`src/rtl/decode_pkg.sv`:
```
// decode_pkg: opcode constants, selector encodings and the decoded bundle type shared by the decode stage
package decode_pkg;

   localparam logic [6:0] OP_IMM    = 7'b0010011;
   localparam logic [6:0] LUI       = 7'b0110111;
   localparam logic [6:0] AUIPC     = 7'b0010111;
   localparam logic [6:0] OP        = 7'b0110011;
   localparam logic [6:0] JAL       = 7'b1101111;
   localparam logic [6:0] JALR      = 7'b1100111;
   localparam logic [6:0] BRANCH    = 7'b1100011;
   localparam logic [6:0] LOAD      = 7'b0000011;
   localparam logic [6:0] STORE     = 7'b0100011;
   localparam logic [6:0] MISC_MEM  = 7'b0001111;
   localparam logic [6:0] SYSTEM    = 7'b1110011;
   localparam logic [6:0] OP_IMM_32 = 7'b0011011;
   localparam logic [6:0] OP_32     = 7'b0111011;

   localparam logic SRC1_REG = 1'b0;
   localparam logic SRC1_PC  = 1'b1;
   localparam logic SRC2_REG = 1'b0;
   localparam logic SRC2_IMM = 1'b1;
   localparam logic WD3_ALU  = 1'b0;
   localparam logic WD3_MEM  = 1'b1;

   localparam logic [6:0] F7_BASE   = 7'b0000000;
   localparam logic [6:0] F7_ALT    = 7'b0100000;
   localparam logic [6:0] F7_MULDIV = 7'b0000001;

   // imm is kept at the widest XLEN; the stage truncates to its own XLEN
   typedef struct packed {
      logic [63:0] imm;
      logic [4:0]  ra1;
      logic [4:0]  ra2;
      logic [4:0]  wa3;
      logic [2:0]  funct3;
      logic [2:0]  rwmm;
      logic [6:0]  funct7;
      logic        src1_selector;
      logic        src2_selector;
      logic        wd3_selector;
      logic        we3;
      logic        wem;
      logic        is_branch_op;
      logic        is_word_op;
      logic        is_muldiv;
      logic        illegal;
   } decoded_t;

   function automatic logic is_shift(input logic [2:0] f3);
      return f3 == 3'b001 || f3 == 3'b101;
   endfunction

endpackage

```
`src/rtl/decode_comb.sv`:
```
// decode_comb: combinational RV32I/RV64I instruction decoder; DECODE_MULDIV_EN adds M-extension decode
module decode_comb
   import decode_pkg::*;
#(
   parameter int XLEN = 32
) (
   input  logic [31:0] instr,
   output decoded_t    dec
);

   localparam logic RV64 = (XLEN == 64);
`ifdef DECODE_MULDIV_EN
   localparam logic MD = 1'b1;
`else
   localparam logic MD = 1'b0;
`endif

   logic [6:0]  opc, f7;
   logic [4:0]  rd, rs1, rs2;
   logic [2:0]  f3;
   logic [63:0] imm_i, imm_s, imm_b, imm_u, imm_j;
   logic        bad, word_opc;
   decoded_t    d;

   assign opc = instr[6:0];
   assign rd  = instr[11:7];
   assign f3  = instr[14:12];
   assign rs1 = instr[19:15];
   assign rs2 = instr[24:20];
   assign f7  = instr[31:25];
   assign word_opc = opc == OP_IMM_32 || opc == OP_32;

   assign imm_i = {{52{instr[31]}}, instr[31:20]};
   assign imm_s = {{52{instr[31]}}, instr[31:25], instr[11:7]};
   assign imm_b = {{51{instr[31]}}, instr[31], instr[7], instr[30:25], instr[11:8], 1'b0};
   assign imm_u = {{32{instr[31]}}, instr[31:12], 12'b0};
   assign imm_j = {{43{instr[31]}}, instr[31], instr[19:12], instr[20], instr[30:21], 1'b0};

   // map opcode to bundle fields, then squash side effects of illegal encodings
   always_comb begin
      d = '0;
      bad = 1'b0;
      case (opc)
         OP_IMM, OP_IMM_32: begin
            d.ra1 = rs1;
            d.wa3 = rd;
            d.funct3 = f3;
            d.imm = imm_i;
            d.src2_selector = SRC2_IMM;
            d.we3 = 1'b1;
            d.funct7 = is_shift(f3) ? {instr[31:26], 1'b0} : F7_BASE;
            d.is_word_op = RV64 && word_opc;
            bad = !RV64 && (word_opc || (is_shift(f3) && instr[25]));
         end
         LUI, AUIPC: begin
            d.wa3 = rd;
            d.imm = imm_u;
            d.src1_selector = opc == AUIPC ? SRC1_PC : SRC1_REG;
            d.src2_selector = SRC2_IMM;
            d.we3 = 1'b1;
         end
         OP, OP_32: begin
            d.ra1 = rs1;
            d.ra2 = rs2;
            d.wa3 = rd;
            d.funct3 = f3;
            d.funct7 = f7;
            d.we3 = 1'b1;
            d.is_word_op = RV64 && word_opc;
            d.is_muldiv = MD && f7 == F7_MULDIV;
            bad = (!RV64 && word_opc) || !(f7 == F7_BASE || f7 == F7_ALT || (MD && f7 == F7_MULDIV));
         end
         JAL: begin
            d.wa3 = rd;
            d.imm = imm_j;
            d.src1_selector = SRC1_PC;
            d.src2_selector = SRC2_IMM;
            d.we3 = 1'b1;
            d.is_branch_op = 1'b1;
         end
         JALR: begin
            d.ra1 = rs1;
            d.wa3 = rd;
            d.funct3 = f3;
            d.imm = imm_i;
            d.src2_selector = SRC2_IMM;
            d.we3 = 1'b1;
            d.is_branch_op = 1'b1;
         end
         BRANCH: begin
            d.ra1 = rs1;
            d.ra2 = rs2;
            d.funct3 = f3;
            d.imm = imm_b;
            d.src1_selector = SRC1_PC;
            d.src2_selector = SRC2_IMM;
            d.is_branch_op = 1'b1;
         end
         LOAD: begin
            d.ra1 = rs1;
            d.wa3 = rd;
            d.imm = imm_i;
            d.src2_selector = SRC2_IMM;
            d.wd3_selector = WD3_MEM;
            d.we3 = 1'b1;
            d.rwmm = f3;
            bad = !RV64 && (f3 == 3'b011 || f3 == 3'b110 || f3 == 3'b111);
         end
         STORE: begin
            d.ra1 = rs1;
            d.ra2 = rs2;
            d.imm = imm_s;
            d.src2_selector = SRC2_IMM;
            d.wem = 1'b1;
            d.rwmm = f3;
         end
         MISC_MEM, SYSTEM: d = '0;
         default: bad = 1'b1;
      endcase
      d.illegal = bad;
      if (bad) begin
         d.we3 = 1'b0;
         d.wem = 1'b0;
         d.is_branch_op = 1'b0;
         d.is_muldiv = 1'b0;
      end
      if (!d.we3) d.wa3 = 5'd0;
   end

   assign dec = d;

endmodule

```
`src/rtl/decode_stage.sv`:
```
// decode_stage: registered decode stage with 2-entry skid buffer, flush and PC sideband; DECODE_MULDIV_EN enables M-extension decode
module decode_stage
   import decode_pkg::*;
#(
   parameter int XLEN = 32,
   parameter int PC_W = 32
) (
   input  logic            clk,
   input  logic            rst_n,
   input  logic            flush,
   input  logic            in_valid,
   output logic            in_ready,
   input  logic [31:0]     in_instr,
   input  logic [PC_W-1:0] in_pc,
   output logic            out_valid,
   input  logic            out_ready,
   output logic [PC_W-1:0] out_pc,
   output logic [XLEN-1:0] imm,
   output logic [4:0]      ra1,
   output logic [4:0]      ra2,
   output logic [4:0]      wa3,
   output logic [2:0]      funct3,
   output logic [2:0]      rwmm,
   output logic [6:0]      funct7,
   output logic            src1_selector,
   output logic            src2_selector,
   output logic            wd3_selector,
   output logic            we3,
   output logic            wem,
   output logic            is_branch_op,
   output logic            is_word_op,
   output logic            is_muldiv,
   output logic            illegal
);

   typedef enum logic [1:0] {EMPTY, ONE, FULL} state_t;

   state_t          state;
   decoded_t        dec, main_q, skid_q;
   logic [PC_W-1:0] main_pc, skid_pc;
   logic            in_xfer, out_xfer, imm_unused;

   decode_comb #(.XLEN(XLEN)) u_comb (.instr(in_instr), .dec(dec));

   assign in_xfer  = in_valid & in_ready;
   assign out_xfer = out_valid & out_ready;

   // occupancy FSM: main register drives the outputs, skid absorbs one extra bundle so in_ready can be registered
   always_ff @(posedge clk or negedge rst_n) begin
      if (!rst_n) begin
         state <= EMPTY;
         in_ready <= 1'b1;
         out_valid <= 1'b0;
         main_q <= '0;
         skid_q <= '0;
         main_pc <= '0;
         skid_pc <= '0;
      end else if (flush) begin
         state <= EMPTY;
         in_ready <= 1'b1;
         out_valid <= 1'b0;
      end else begin
         case (state)
            EMPTY: if (in_xfer) begin
               main_q <= dec;
               main_pc <= in_pc;
               out_valid <= 1'b1;
               state <= ONE;
            end
            ONE: if (in_xfer && !out_xfer) begin
               skid_q <= dec;
               skid_pc <= in_pc;
               in_ready <= 1'b0;
               state <= FULL;
            end else if (in_xfer) begin
               main_q <= dec;
               main_pc <= in_pc;
            end else if (out_xfer) begin
               out_valid <= 1'b0;
               state <= EMPTY;
            end
            FULL: if (out_xfer) begin
               main_q <= skid_q;
               main_pc <= skid_pc;
               in_ready <= 1'b1;
               state <= ONE;
            end
            default: begin
               state <= EMPTY;
               in_ready <= 1'b1;
               out_valid <= 1'b0;
            end
         endcase
      end
   end

   assign out_pc        = main_pc;
   assign imm           = main_q.imm[XLEN-1:0];
   assign ra1           = main_q.ra1;
   assign ra2           = main_q.ra2;
   assign wa3           = main_q.wa3;
   assign funct3        = main_q.funct3;
   assign rwmm          = main_q.rwmm;
   assign funct7        = main_q.funct7;
   assign src1_selector = main_q.src1_selector;
   assign src2_selector = main_q.src2_selector;
   assign wd3_selector  = main_q.wd3_selector;
   assign we3           = main_q.we3;
   assign wem           = main_q.wem;
   assign is_branch_op  = main_q.is_branch_op;
   assign is_word_op    = main_q.is_word_op;
   assign is_muldiv     = main_q.is_muldiv;
   assign illegal       = main_q.illegal;
   assign imm_unused    = ^main_q.imm;

endmodule

```
`config.mk`:
```
export PLATFORM = sky130hd
export DESIGN_NAME = decode_stage
export DESIGN_NICKNAME = d
export VERILOG_FILES = /design/src/rtl/decode_pkg.sv /design/src/rtl/decode_comb.sv /design/src/rtl/decode_stage.sv
export SDC_FILE = /design/constraint.sdc
export NUM_CORES = 1
export LEC_CHECK = 0
export BUFFER_PORTS_ARGS = -buffer_cell sky130_fd_sc_hd__clkbuf_2
export CORE_MARGIN = 2
export CORE_UTILIZATION = 55
export CTS_CLUSTER_SIZE = 30
export DETAILED_ROUTE_END_ITERATION = 10
export GPL_TIMING_DRIVEN = 1
export PLACE_DENSITY = 0.83
export SLEW_MARGIN = 20
export SYNTH_ARGS = -nofsm -noshare
export SYNTH_HDL_FRONTEND = slang
export SYNTH_HIERARCHICAL = 1
export SYNTH_SLANG_ARGS = --single-unit
export TNS_END_PERCENT = 5
```
`constraint.sdc`:
```
create_clock -name clk -period 2.8 [get_ports clk]
set_clock_uncertainty 0.15 [all_clocks]
set_input_delay 0.14 -clock clk [delete_from_list [all_inputs] [get_ports clk]]
set_output_delay 0.14 -clock clk [all_outputs]
set_load 0.005 [all_outputs]
```
# == Word level (Yosys, flattened, before mapping) ==
# Cells that the tools add are included.
# totals
ff_bits,268
input_bits,69
out_inout_bits,103
wordCells,146
# classes
n_eq_ne,33
muxes,43
bitwise_logic,3
n_reduce_logical,32
# ops
cell,count
$pmux 64 s5,1
$mux 101,3
$pmux 101 s3,1
$mux 32,3
$pmux 32 s3,1
$eq 7x6->1 const B,5
$eq 7x7->1 const B,4
$eq 7x5->1 const B,3
$mux 5,4
$ne 3x3->1 const B,6
$reduce_or 9->1,2
$reduce_or 8->1,2
$mux 1,14
$pmux 7 s2,1
$mux 2,6
$reduce_or 2->1,5
$eq 3x3->1 const B,3
$mux 3,3
$ne 2x2->1 const B,4
$ne 4x4->1 const B,2
$reduce_and 4->1,2
$reduce_or 4->1,2
$eq 7x2->1 const B,1
$eq 7x4->1 const B,1
21 further kinds,32

# == Longest topological paths before layout ==
# Gate-level depths: netlist of run 1.
# logic_depth
word_depth,10
ltp_mapped,9
ltp_nobuf,6

# == Modules after synthesis ==
# The synthesis of run 1 kept the hierarchy.
# by_module_without_submodules
mod,instances,cells_per_inst,area_each_um2,seq_area_each_um2
decode_stage,1,571,9404.0,5156.2
decode_comb,1,207,1251.2,0.0

# == Worst setup path before layout of run 1 ==
# Ideal clock, no wire load.
# synth_path
path_type,input port to flip-flop
from,input port in_instr[2]
to,register main_q (netlist bit imm[31])
setup_time_ns,0.064
arrival_time_ns,2.356
required_ns,2.586
setup_slack_ns,0.230
path_stages,8
cell_sequence,buf_6 > or2_1 > clkbuf_1 > a21oi_1 > a21oi_1 > nor2_1 > mux2_2 > mux2_4
# synth_rtl
element,line_no,rtl
start: declaration,decode_stage.sv:13,"input logic [31:0] in_instr,"
end signal: assignment,decode_stage.sv:83,main_q <= skid_q;
end: declaration,decode_stage.sv:39,"decoded_t dec, main_q, skid_q;"

# == Worst setup path after layout of run 1 ==
# layout_path
from,register out_valid
to,"register main_pc[13], in the netlist out_pc[13]"
# layout_via
elab_chain_len,5
# layout_rtl
element,line_no,rtl
start: declaration,decode_stage.sv:15,"output logic out_valid,"
start signal: assignment,decode_stage.sv:53,out_valid <= 1'b0;
start signal: assignment,decode_stage.sv:61,out_valid <= 1'b0;
start signal: assignment,decode_stage.sv:67,out_valid <= 1'b1;
$and 1x1->1 *,decode_stage.sv:46,assign out_xfer = out_valid & out_ready;
$logic_not 1->1,decode_stage.sv:70,ONE: if (in_xfer && !out_xfer) begin
$logic_and 1x1->1,decode_stage.sv:70,
$ne 2x2->1 (no source line),--,
$reduce_and 4->1 (no source line) *,--,
end signal: assignment,decode_stage.sv:66,main_pc <= in_pc;
end signal: assignment,decode_stage.sv:77,main_pc <= in_pc;
end signal: assignment,decode_stage.sv:84,main_pc <= skid_pc;
end: declaration,decode_stage.sv:40,"logic [PC_W-1:0] main_pc, skid_pc;"
# Every way passes the cells marked *; elsewhere a longest branch is shown, timed or not.
# A chain may end at the register's enable or synchronous reset.

==> results of run 1 <==
==> path summary, 6_finish.rpt <==
path | endpoint | start | slack, ns
max | out_pc[13] | out_valid | 0.41
min | imm[31] | rst_n | 0.08
max reg2reg | out_pc[13] | out_valid | 0.41
min reg2reg | skid_q[22] | skid_q[22] | 0.35
max in group asynchronous | in_ready | rst_n | 1.50
min in group clk | skid_q[0] | in_instr[6] | 0.12
==> per-layer routing <==
| layer | wire, µm | GRT usage (%) | vias up |
|---|---|---|---|
| met5 | 0 | 0 | - |
| met4 | 791 | 8.158 | 0 |
| met3 | 1308 | 4.961 | 62 |
| met2 | 12030 | 41.21 | 213 |
| met1 | 10240 | 31.78 | 3455 |
| li1 | - | - | 3116 |
==> report_power, final <==
group / leakage [nW] / internal [mW] / switching [mW]
clock network: 0.409 / 2.06 / 1.20
logic: 3.38 / 1.26 / 0.851
registers: 2.71 / 3.63 / 0.365
total: 6.50 / 6.95 / 2.42
==> per-stage QoR <==
step | worst slack [ns] | total power, mW | instances | hold slack, ns
global placement | 0.2299 | 5.947 | 1124 | 0.06302
global route | 0.3140 | 9.753 | 1226 | 0.1144
detailed placement | 0.1538 | 6.041 | 1124 | 0.06340
finish | 0.4103 | 9.371 | 1226 | 0.07656
floorplan | 0.7012 | 5.346 | 747 | -0.3056
CTS | 0.4320 | 9.395 | 1226 | 0.08740
==> flip-flops by register name, indices dropped and copies added (netlist names) <==
signal,flops
illegal,1
is_muldiv,1
rwmm,3
skid_q,69
skid_pc,32
src1_selector,1
out_valid,1
funct7,7
in_ready,1
src2_selector,1
wd3_selector,1
state,2
wem,1
wa3,5
funct3,3
is_branch_op,1
out_pc,32
is_word_op,1
ra2,5
imm,32
ra1,5
we3,1
==> cell type report <==
class	instances	area [µm²]
inverter	9	33.78
timing repair buffer	256	1745
sequential	206	5156
clock inverter	11	183.9
fill	1294	5747
tap	234	292.8
multi-input combinational	481	4846
clock buffer	29	638.1
==> critical path, delay by kind of cell, from the launching register on <==
kind / cells / cell delay, ns
AO/OA/AOI/OAI: 2 / 0.53
flip-flops: 1 / 0.41
multiplexers: 1 / 0.35
AND/OR/NAND/NOR: 1 / 0.28
buffers and inverters: 1 / 0.53
==> timing repair <==
item                                    4_1_cts  5_1_grt
endpoints found under the setup margin        0        0
hold buffers                                 62        0
hold endpoints to repair                    211        0
==> implementation parameters, run 1 <==
Parameter                              Value

CTS
  Sinks on the clock net ... roughly 210
  Number of cells upsized or downsized after cts ... 0
  Count of buffers added by post-CTS timing repair for setup ... 0
  Deepest level of the CTS H-tree ... 1
  CTS root buf ... sky130_fd_sc_hd__clkbuf_16
  Clock slew at the register clock pins of the worst setup and hold paths ... approximately 0.060 ns
  Number of buffers inserted during clock tree synthesis ... 22
  Buffer levels on the longest clock path ... 3
  TritonCTS clock tree ... built
  Worst-Skew Late Latency ... about 0.51 ns

STA
  Total Negative Setup Slacks ... 0 ns
  Final worst-path cycle share ... 85.35%
  Max transition margin ... a little under half
  Final hold violations ... 0
  Setup repair after global routing missed its margin ... false
  F_max ... approximately 0.42 GHz
  Worst slew pin tran ... around 0.81 ns
  Final-report max-slew violation count ... 0
  Final setup fails ... 0
  Final Critical Period ... between 2 and 2.5 ns

Place
  IO buf count ... between 150 and 200
  Half-perimeter wire length of the detailed placement result ... between 15 and 20 mm
  Post-detailed-placement cell area ... around 0.011 mm²
  Placer's final routability congestion estimate ... between 0.9 and 1

Min path
  Worst hold path class ... primary input to async pin

Setup path
  Endpoint kind of the worst setup timing path ... flop
  Peak fanout along the critical path ... 26
  Endpoint required time on the critical path ... between 3 and 4 ns
  CP cell instances ... and2_1, o21ai_2, a2111oi_4, buf_4, mux2_4
  Slowest stage cell on the critical path ... sky130_fd_sc_hd__buf_4
  CP peak stage delay ... between 0.5 and 0.6 ns
  Number of cells on the worst reg-to-reg path ... 5
  Launching element type of the critical path ... flop
  CP Data Arrival Time ... 2.62 ns
  Worst setup path category ... flop to flop

Drt
  Number of vias per cell ... between 5 and 6
  Remaining design rule violation count ... 0
  Routed via count ... just under 7000
  Total Wirelength ... around 24 mm
  Detailed Routing Iterations Pass 1 ... 5
  Detailed Route Iter0 Violations ... 464
  Routed length per placed instance ... 19.88 µm
  DRT antenna net count ... 0

Die
  Site Rows ... 50
  CORE AREA ... 0.01864 mm²
  Starting density of the core ... a little under three fifths
  Die outline area ... about 0.020 mm²
  Chip height ... approximately 140 µm
  Number of ports placed on the die boundary ... between 150 and 200
  Die outline width ... about 140 µm

Final layout
  Post-route cell area ... 0.01290 mm²
  Nets@finish ... 1045
  Most common library cell in the layout ignoring fill and taps ... sky130_fd_sc_hd__mux2_2
  Antenna fix cells ... 0
  End-of-flow core utilization ... just under 70%
  Area growth syn-to-layout ... 23.82%
  Fraction of layout cells with a size suffix above 1 ... a little under three fifths
  Commonest cells after routing, fill and taps aside ... sky130_fd_sc_hd__mux2_2 (213), sky130_fd_sc_hd__dfrtp_1 (205), sky130_fd_sc_hd__clkbuf_2 (170)

Power
  P per Cell Area ... about 730 mW/mm²
  Largest voltage drop on the vdd net ... about 480 µV
  Leakage Power ... 6.503 nW

Global routing
  Maximum number of pins on one net before global-route repair ... about 100
  First-pass GRT wire length ... approximately 39 mm
  Total routing resource utilization after global routing ... between 20% and 30%
  Remaining global-route overflow ... 0
  Via count of the first global-routing pass ... 7215
  Initial antenna violation count ... 0

Logic synthesis
  Synthesized area divided by synthesized cell count ... 13.96 µm²
  Number of synthesis warnings ... 6
  Mapped cell area ... 0.01041 mm²
  Synthesized instance count ... 746

Run
  Maximum capacitance violations ... 0

Outcome
  Status ... complete, no violations
(Power assumes the default switching activity.)
==> run 2, diff against run 1 <==
- SETUP_SLACK_MARGIN: unset -> 0.5
==> implementation parameters, run 2 (synthesized netlist as in run 1, its figures left out) <==
Parameter                              Value

Outcome
  Status ... complete, no violations

Final layout
  Area growth syn-to-layout ... 24.29%
  Nets@finish ... 1047 (+0.19%)
  # fillers ... 1288 (-0.46%)
  Layout Cells excl Fill ... 1228 (+0.16%)
  Flip-flop count of the largest register, all copies and words added ... 69 (unchanged)
  Largest register by flop count ... skid_q
  Fraction of layout cells with a size suffix above 1 ... 55.23% (+0.19 points)
  Most common library cell in the layout ignoring fill and taps ... sky130_fd_sc_hd__mux2_2
  Antenna fix cells ... 0 (unchanged)
  End-of-flow core utilization ... 69.44% (+0.26 points)
  Commonest cells after routing, fill and taps aside ... sky130_fd_sc_hd__mux2_2 (213), sky130_fd_sc_hd__dfrtp_1 (205), sky130_fd_sc_hd__clkbuf_2 (170)

STA
  Total Negative Setup Slacks ... 0 ns (unchanged)
  Final-report max-slew violation count ... 0 (unchanged)
  Final worst-path cycle share ... 78.75% (-6.6 points)
  Min setup slack post-route ... 0.5949 ns (+0.1846 ns)
  Final setup fails ... 0 (unchanged)
  Final Critical Period ... 2.205 ns (-0.1846 ns)
  F_max ... 0.4535 GHz (+8.4%)
  Max transition margin ... 43.85% (-1.9 points)
  Worst slew pin tran ... 0.8422 ns (+0.02791 ns)
  Final hold violations ... 0 (unchanged)
  Setup repair after global routing missed its margin ... true

Power
  Post-layout power ... 9.403 mW (+0.34%)
  Leakage Power ... 6.528 nW (+0.38%)
  P per Cell Area ... 726.3 mW/mm² (about the same)
  Largest voltage drop on the vdd net ... 478.2 µV (about the same)

Setup path
  Worst setup path category ... flop to flop
  Number of cells on the worst reg-to-reg path ... 7 (+2)
  Endpoint kind of the worst setup timing path ... flop
  Source of the worst register-to-register timing path ... out_valid
  Peak fanout along the critical path ... 14 (-46%)
  Launching element type of the critical path ... flop
  Endpoint required time on the critical path ... 3.03 ns (about the same)
  CP Data Arrival Time ... 2.44 ns (-0.18 ns)
  Setup slack, reg-to-reg ... 0.59 ns (+0.18 ns)
  Capturing point of the worst reg2reg path ... src1_selector

Drt
  Total Wirelength ... 24.69 mm (+1.3%)
  Routed length per placed instance ... 20.11 µm (+1.1%)
  Remaining design rule violation count ... 0 (unchanged)
  Detailed Routing Iterations Pass 1 ... 5 (unchanged)
  Number of vias per cell ... 5.594 (+0.17%)
  Routed via count ... 6869 (+0.34%)
  DRT antenna net count ... 0 (unchanged)
  Detailed Route Iter0 Violations ... 431 (-7.1%)

Run
  Maximum capacitance violations ... 0 (unchanged)

Die
  CORE AREA ... 0.01864 mm² (unchanged)
  Chip height ... 141.6 µm (unchanged)
  Number of ports placed on the die boundary ... 172 (unchanged)
  Site Rows ... 50 (unchanged)
  Starting density of the core ... 55.87% (unchanged)
  Die outline area ... 0.02005 mm² (unchanged)
  Die outline width ... 141.6 µm (unchanged)

Place
  Instance count after placement with tap cells included ... 1124 (unchanged)
  Half-perimeter wire length of the detailed placement result ... 15.38 mm (unchanged)
  Post-placement worst setup slack ... 0.1538 ns (unchanged)
  IO buf count ... 171 (unchanged)
  Placer's final routability congestion estimate ... 0.9242 (unchanged)

CTS
  Number of buffers inserted during clock tree synthesis ... 22 (unchanged)
  Deepest level of the CTS H-tree ... 1 (unchanged)
  Sinks on the clock net ... 206 (unchanged)
  Worst-Skew Late Latency ... 0.50 ns (about the same)
  Clock slew at the register clock pins of the worst setup and hold paths ... 0.06 ns (about the same)
  TritonCTS clock tree ... built
  CTS root buf ... sky130_fd_sc_hd__clkbuf_16
  Buffer levels on the longest clock path ... 3 (unchanged)

Global routing
  Maximum number of pins on one net before global-route repair ... 104 (unchanged)
  First-pass GRT wire length ... 38.94 mm (+0.77%)
  Via count of the first global-routing pass ... 7252 (+0.51%)
  Total routing resource utilization after global routing ... 24.75% (+0.31 points)
  Remaining global-route overflow ... 0 (unchanged)
  Initial antenna violation count ... 0 (unchanged)

Min path
  Worst hold path class ... primary input to async pin
run 2: metrics by stage:
| step | instance area, µm² | hold slack, ns |
|---|---|---|
| final | 12940 | 0.07877 |
| after global routing | 12940 | 0.1157 |
| after CTS | 12930 | 0.08740 |
| after detailed placement | 11450 | 0.06340 |
| after global placement | 11440 | 0.06302 |
| after floorplan | 10420 | -0.3056 |
run 2: area by class of cell:
type,instances,area (µm²),share of cell area (%)
clock buffer,29,638.1,4.929
clock inverter,11,183.9,1.421
inverter,9,33.78,0.2610
multi-input combinational,481,4847,37.44
sequential,206,5156,39.83
tap,234,292.8,2.262
timing repair buffer,258,1793,13.85
run 2: what timing repair did:
action,4_1_cts,5_1_grt
setup endpoints to repair,59,72
hold buffers,62,0
endpoints found under the hold margin,211,0
gates cloned,1,0
setup buffers,1,0
resized for setup,1,2
pin swaps,1,0
run 2: worst max-delay path, cell delays in order (launching register included):
cell	delay, ns
sky130_fd_sc_hd__dfrtp_1	0.41
sky130_fd_sc_hd__and2_2	0.24
sky130_fd_sc_hd__o21ai_2	0.08
sky130_fd_sc_hd__a2111oi_4	0.28
sky130_fd_sc_hd__buf_4	0.20
sky130_fd_sc_hd__buf_12	0.18
sky130_fd_sc_hd__buf_12	0.18
sky130_fd_sc_hd__mux2_2	0.35
run 2: power breakdown:
part / switching, mW / internal, mW / total (mW)
Clock: 1.20 / 2.06 / 3.26
Combinational: 0.862 / 1.28 / 2.14
Sequential: 0.366 / 3.63 / 4.00
Total: 2.43 / 6.98 / 9.40
run 2: how the worst max path moves through the flow:
stage,start,end,slack [ns],depth (start not counted)
after floorplan,state[0],funct3[0],0.70,7
after CTS,out_valid,imm[0],0.53,7
after global routing,state[1],src1_selector,0.50,7
final,out_valid,src1_selector,0.59,7
after global placement,in_instr[2],imm[12],0.23,7
after detailed placement,in_instr[2],imm[16],0.15,7
run 2: layer usage:
metal	wire [µm]	global-route usage, %	up-vias	share of wire (%)
met3	1311	4.826	67	5.3
met5	0	0	-	0
met4	775	8.158	0	3.1
met1	10430	32.24	3469	42
li1	-	-	3129	-
met2	12180	41.88	204	49
==> run 3, diff against run 2 <==
- CORE_UTILIZATION: 55 -> 52
- PLACE_DENSITY: 0.83 -> 0.82
- clock period: 2.8 -> 1.8 ns (I/O delays scaled with it)
==> implementation parameters, run 3 (synthesized netlist as in run 1, its figures left out) <==
Parameter                              Value

CTS
  Buffer levels on the longest clock path ... 3 (unchanged)
  Deepest level of the CTS H-tree ... 1 (unchanged)
  Total of hold buffers inserted after clock tree synthesis ... 55 (-11%)
  Worst-Skew Late Latency ... 0.50 ns (about the same)
  Sinks on the clock net ... 206 (unchanged)
  TritonCTS clock tree ... built
  Number of buffers inserted during clock tree synthesis ... 22 (unchanged)
  CTS root buf ... sky130_fd_sc_hd__clkbuf_16
  Clock slew at the register clock pins of the worst setup and hold paths ... 0.06 ns (about the same)

Setup path
  Critical Path Source ... state[1]
  Source of the worst register-to-register timing path ... state[1]
  CP Capture Point ... rwmm[2]
  Number of cells on the worst reg-to-reg path ... 8 (+1)
  Endpoint required time on the critical path ... 2.04 ns (-0.99 ns)
  Capturing point of the worst reg2reg path ... rwmm[2]
  Worst setup path category ... flop to flop
  Launching element type of the critical path ... flop
  CP Data Arrival Time ... 2.33 ns (-0.11 ns)
  Peak fanout along the critical path ... 5 (-9)
  Setup slack, reg-to-reg ... -0.29 ns (-0.88 ns)
  Endpoint kind of the worst setup timing path ... flop

Power
  Largest voltage drop on the vdd net ... 705.4 µV (+48%)
  Leakage Power ... 6.963 nW (+6.7%)
  P per Cell Area ... 1064 mW/mm² (+46%)

Final layout
  Antenna fix cells ... 0 (unchanged)
  Area growth syn-to-layout ... 32.60%
  Flip-flop count of the largest register, all copies and words added ... 69 (unchanged)
  Largest register by flop count ... skid_q
  Layout Cells excl Fill ... 1322 (+7.7%)
  Nets@finish ... 1111 (+6.1%)
  Post-route cell area ... 0.01381 mm² (+6.7%)
  Most common library cell in the layout ignoring fill and taps ... sky130_fd_sc_hd__dfrtp_1
  Commonest cells after routing, fill and taps aside ... sky130_fd_sc_hd__dfrtp_1 (205), sky130_fd_sc_hd__mux2_2 (203), sky130_fd_sc_hd__clkbuf_2 (153)
  Fraction of layout cells with a size suffix above 1 ... 58.94% (+3.7 points)

Drt
  Number of vias per cell ... 5.474 (-2.1%)
  Total Wirelength ... 26.64 mm (+7.9%)
  Routed length per placed instance ... 20.15 µm (+0.23%)
  DRT antenna net count ... 0 (unchanged)
  Detailed Route Iter0 Violations ... 343 (-20%)
  Detailed Routing Iterations Pass 1 ... 5 (unchanged)
  Remaining design rule violation count ... 0 (unchanged)
  Routed via count ... 7236 (+5.3%)

STA
  Hold Worst Slack ... -0.03327 ns (-0.1120 ns)
  Final Critical Period ... 2.088 ns (-0.1172 ns)
  Final hold violations ... 51 (+51)
  Total Negative Setup Slacks ... -26.77 ns (-26.77 ns)
  Worst slew pin tran ... 0.7689 ns (-0.07334 ns)
  Final-report max-slew violation count ... 0 (unchanged)
  Max transition margin ... 48.64% (+4.8 points)
  F_max ... 0.4789 GHz (+5.6%)
  Setup repair after global routing missed its margin ... true
  Min setup slack post-route ... -0.2880 ns (-0.8828 ns)
  Final worst-path cycle share ... 116.0% (+37 points)
  Final setup fails ... 180 (+180)

Place
  Placer's final routability congestion estimate ... 0.9902 (+7.1%)
  Instance count after placement with tap cells included ... 1211 (+7.7%)
  Post-detailed-placement cell area ... 0.01200 mm² (+4.8%)
  Half-perimeter wire length of the detailed placement result ... 17.30 mm (+12%)
  IO buf count ... 171 (unchanged)

Global routing
  Routing usage on met3 ... 4.796% (-0.030 points)
  Via count of the first global-routing pass ... 7593 (+4.7%)
  Remaining global-route overflow ... 0 (unchanged)
  Most Used Layer, Global Route ... met2
  Total routing resource utilization after global routing ... 24.04% (-0.71 points)
  Met1 Usage GRT ... 32.12% (-0.12 points)
  Maximum number of pins on one net before global-route repair ... 52 (-50%)
  Routing usage on met2 ... 39.48% (-2.4 points)
  Initial antenna violation count ... 0 (unchanged)
  First-pass GRT wire length ... 41.22 mm (+5.8%)

Run
  Maximum capacitance violations ... 0 (unchanged)

Die
  Site Rows ... 51 (+2.0%)
  CORE AREA ... 0.01959 mm² (+5.1%)
  Number of ports placed on the die boundary ... 172 (unchanged)
  Die outline area ... 0.02118 mm² (+5.6%)
  Starting density of the core ... 53.16% (-2.7 points)
  Die outline width ... 145.5 µm (+2.8%)
  Chip height ... 145.5 µm (+2.8%)

Outcome
  Violated checks ... hold timing, setup timing
  Status ... complete, but fails checks

Min path
  Worst hold path class ... primary input to async pin
[run 3: layer usage]
metal | routed length, µm | up-vias
met1 | 11330 | 3683
met2 | 12990 | 245
li1 | - | 3250
met4 | 852 | 0
met5 | 0 | -
met3 | 1465 | 58
[run 3: repair_timing]
action	in CTS	in global routing
buffers inserted	6	3
gates resized for setup	15	59
gates cloned	1	7
endpoints found under the setup margin	210	225
endpoints found under the hold margin	335	3
pin swaps	5	6
[run 3: worst max-delay path, cell delays in order, from the launching register on]
cell and delay [ns]:
sky130_fd_sc_hd__dfrtp_1 0.42, sky130_fd_sc_hd__inv_2 0.10, sky130_fd_sc_hd__buf_6 0.12, sky130_fd_sc_hd__nor2_4 0.04, sky130_fd_sc_hd__a2111oi_4 0.27, sky130_fd_sc_hd__buf_6 0.18
sky130_fd_sc_hd__clkbuf_16 0.19, sky130_fd_sc_hd__clkbuf_16 0.16, sky130_fd_sc_hd__mux2_2 0.33
[run 3: final cells by class]
| class | instances | area, µm² |
|---|---|---|
| Fill cell | 1334 | 5779 |
| Sequential cell | 206 | 5156 |
| Multi-Input combinational cell | 481 | 4920 |
| Timing Repair Buffer | 322 | 2630 |
| Clock buffer | 31 | 645.6 |
| Tap cell | 265 | 331.6 |
| Clock inverter | 8 | 93.84 |
| Inverter | 9 | 33.78 |
[run 3: power breakdown]
part           total [mW]  internal (mW)  switching [mW]
logic                3.83           2.37            1.46
registers            6.21           5.65           0.563
clock network        4.64           2.79            1.86
[run 3: worst min path at each step]
stage                             from     endpoint  slack (ns)  cells after the start
final                            rst_n  skid_pc[19]       -0.03                      2
after global routing      in_instr[12]   skid_q[49]       -0.02                      4
after CTS                 in_instr[12]   skid_q[49]       -0.05                      4
after detailed placement         rst_n   out_pc[23]       -0.06                      1
after global placement           rst_n   out_pc[19]       -0.06                      1
after floorplan                  rst_n    funct3[0]       -0.36                      0
[run 3: through the flow]
stage	utilization, %	total power, mW	setup slack, ns
floorplan	-	8.327	-0.2307
finish	70.50	14.69	-0.2880
CTS	68.51	14.48	-0.2249
global route	70.50	15.33	-0.3457
global placement	61.21	9.421	-0.5696
detailed placement	61.27	9.605	-0.3597
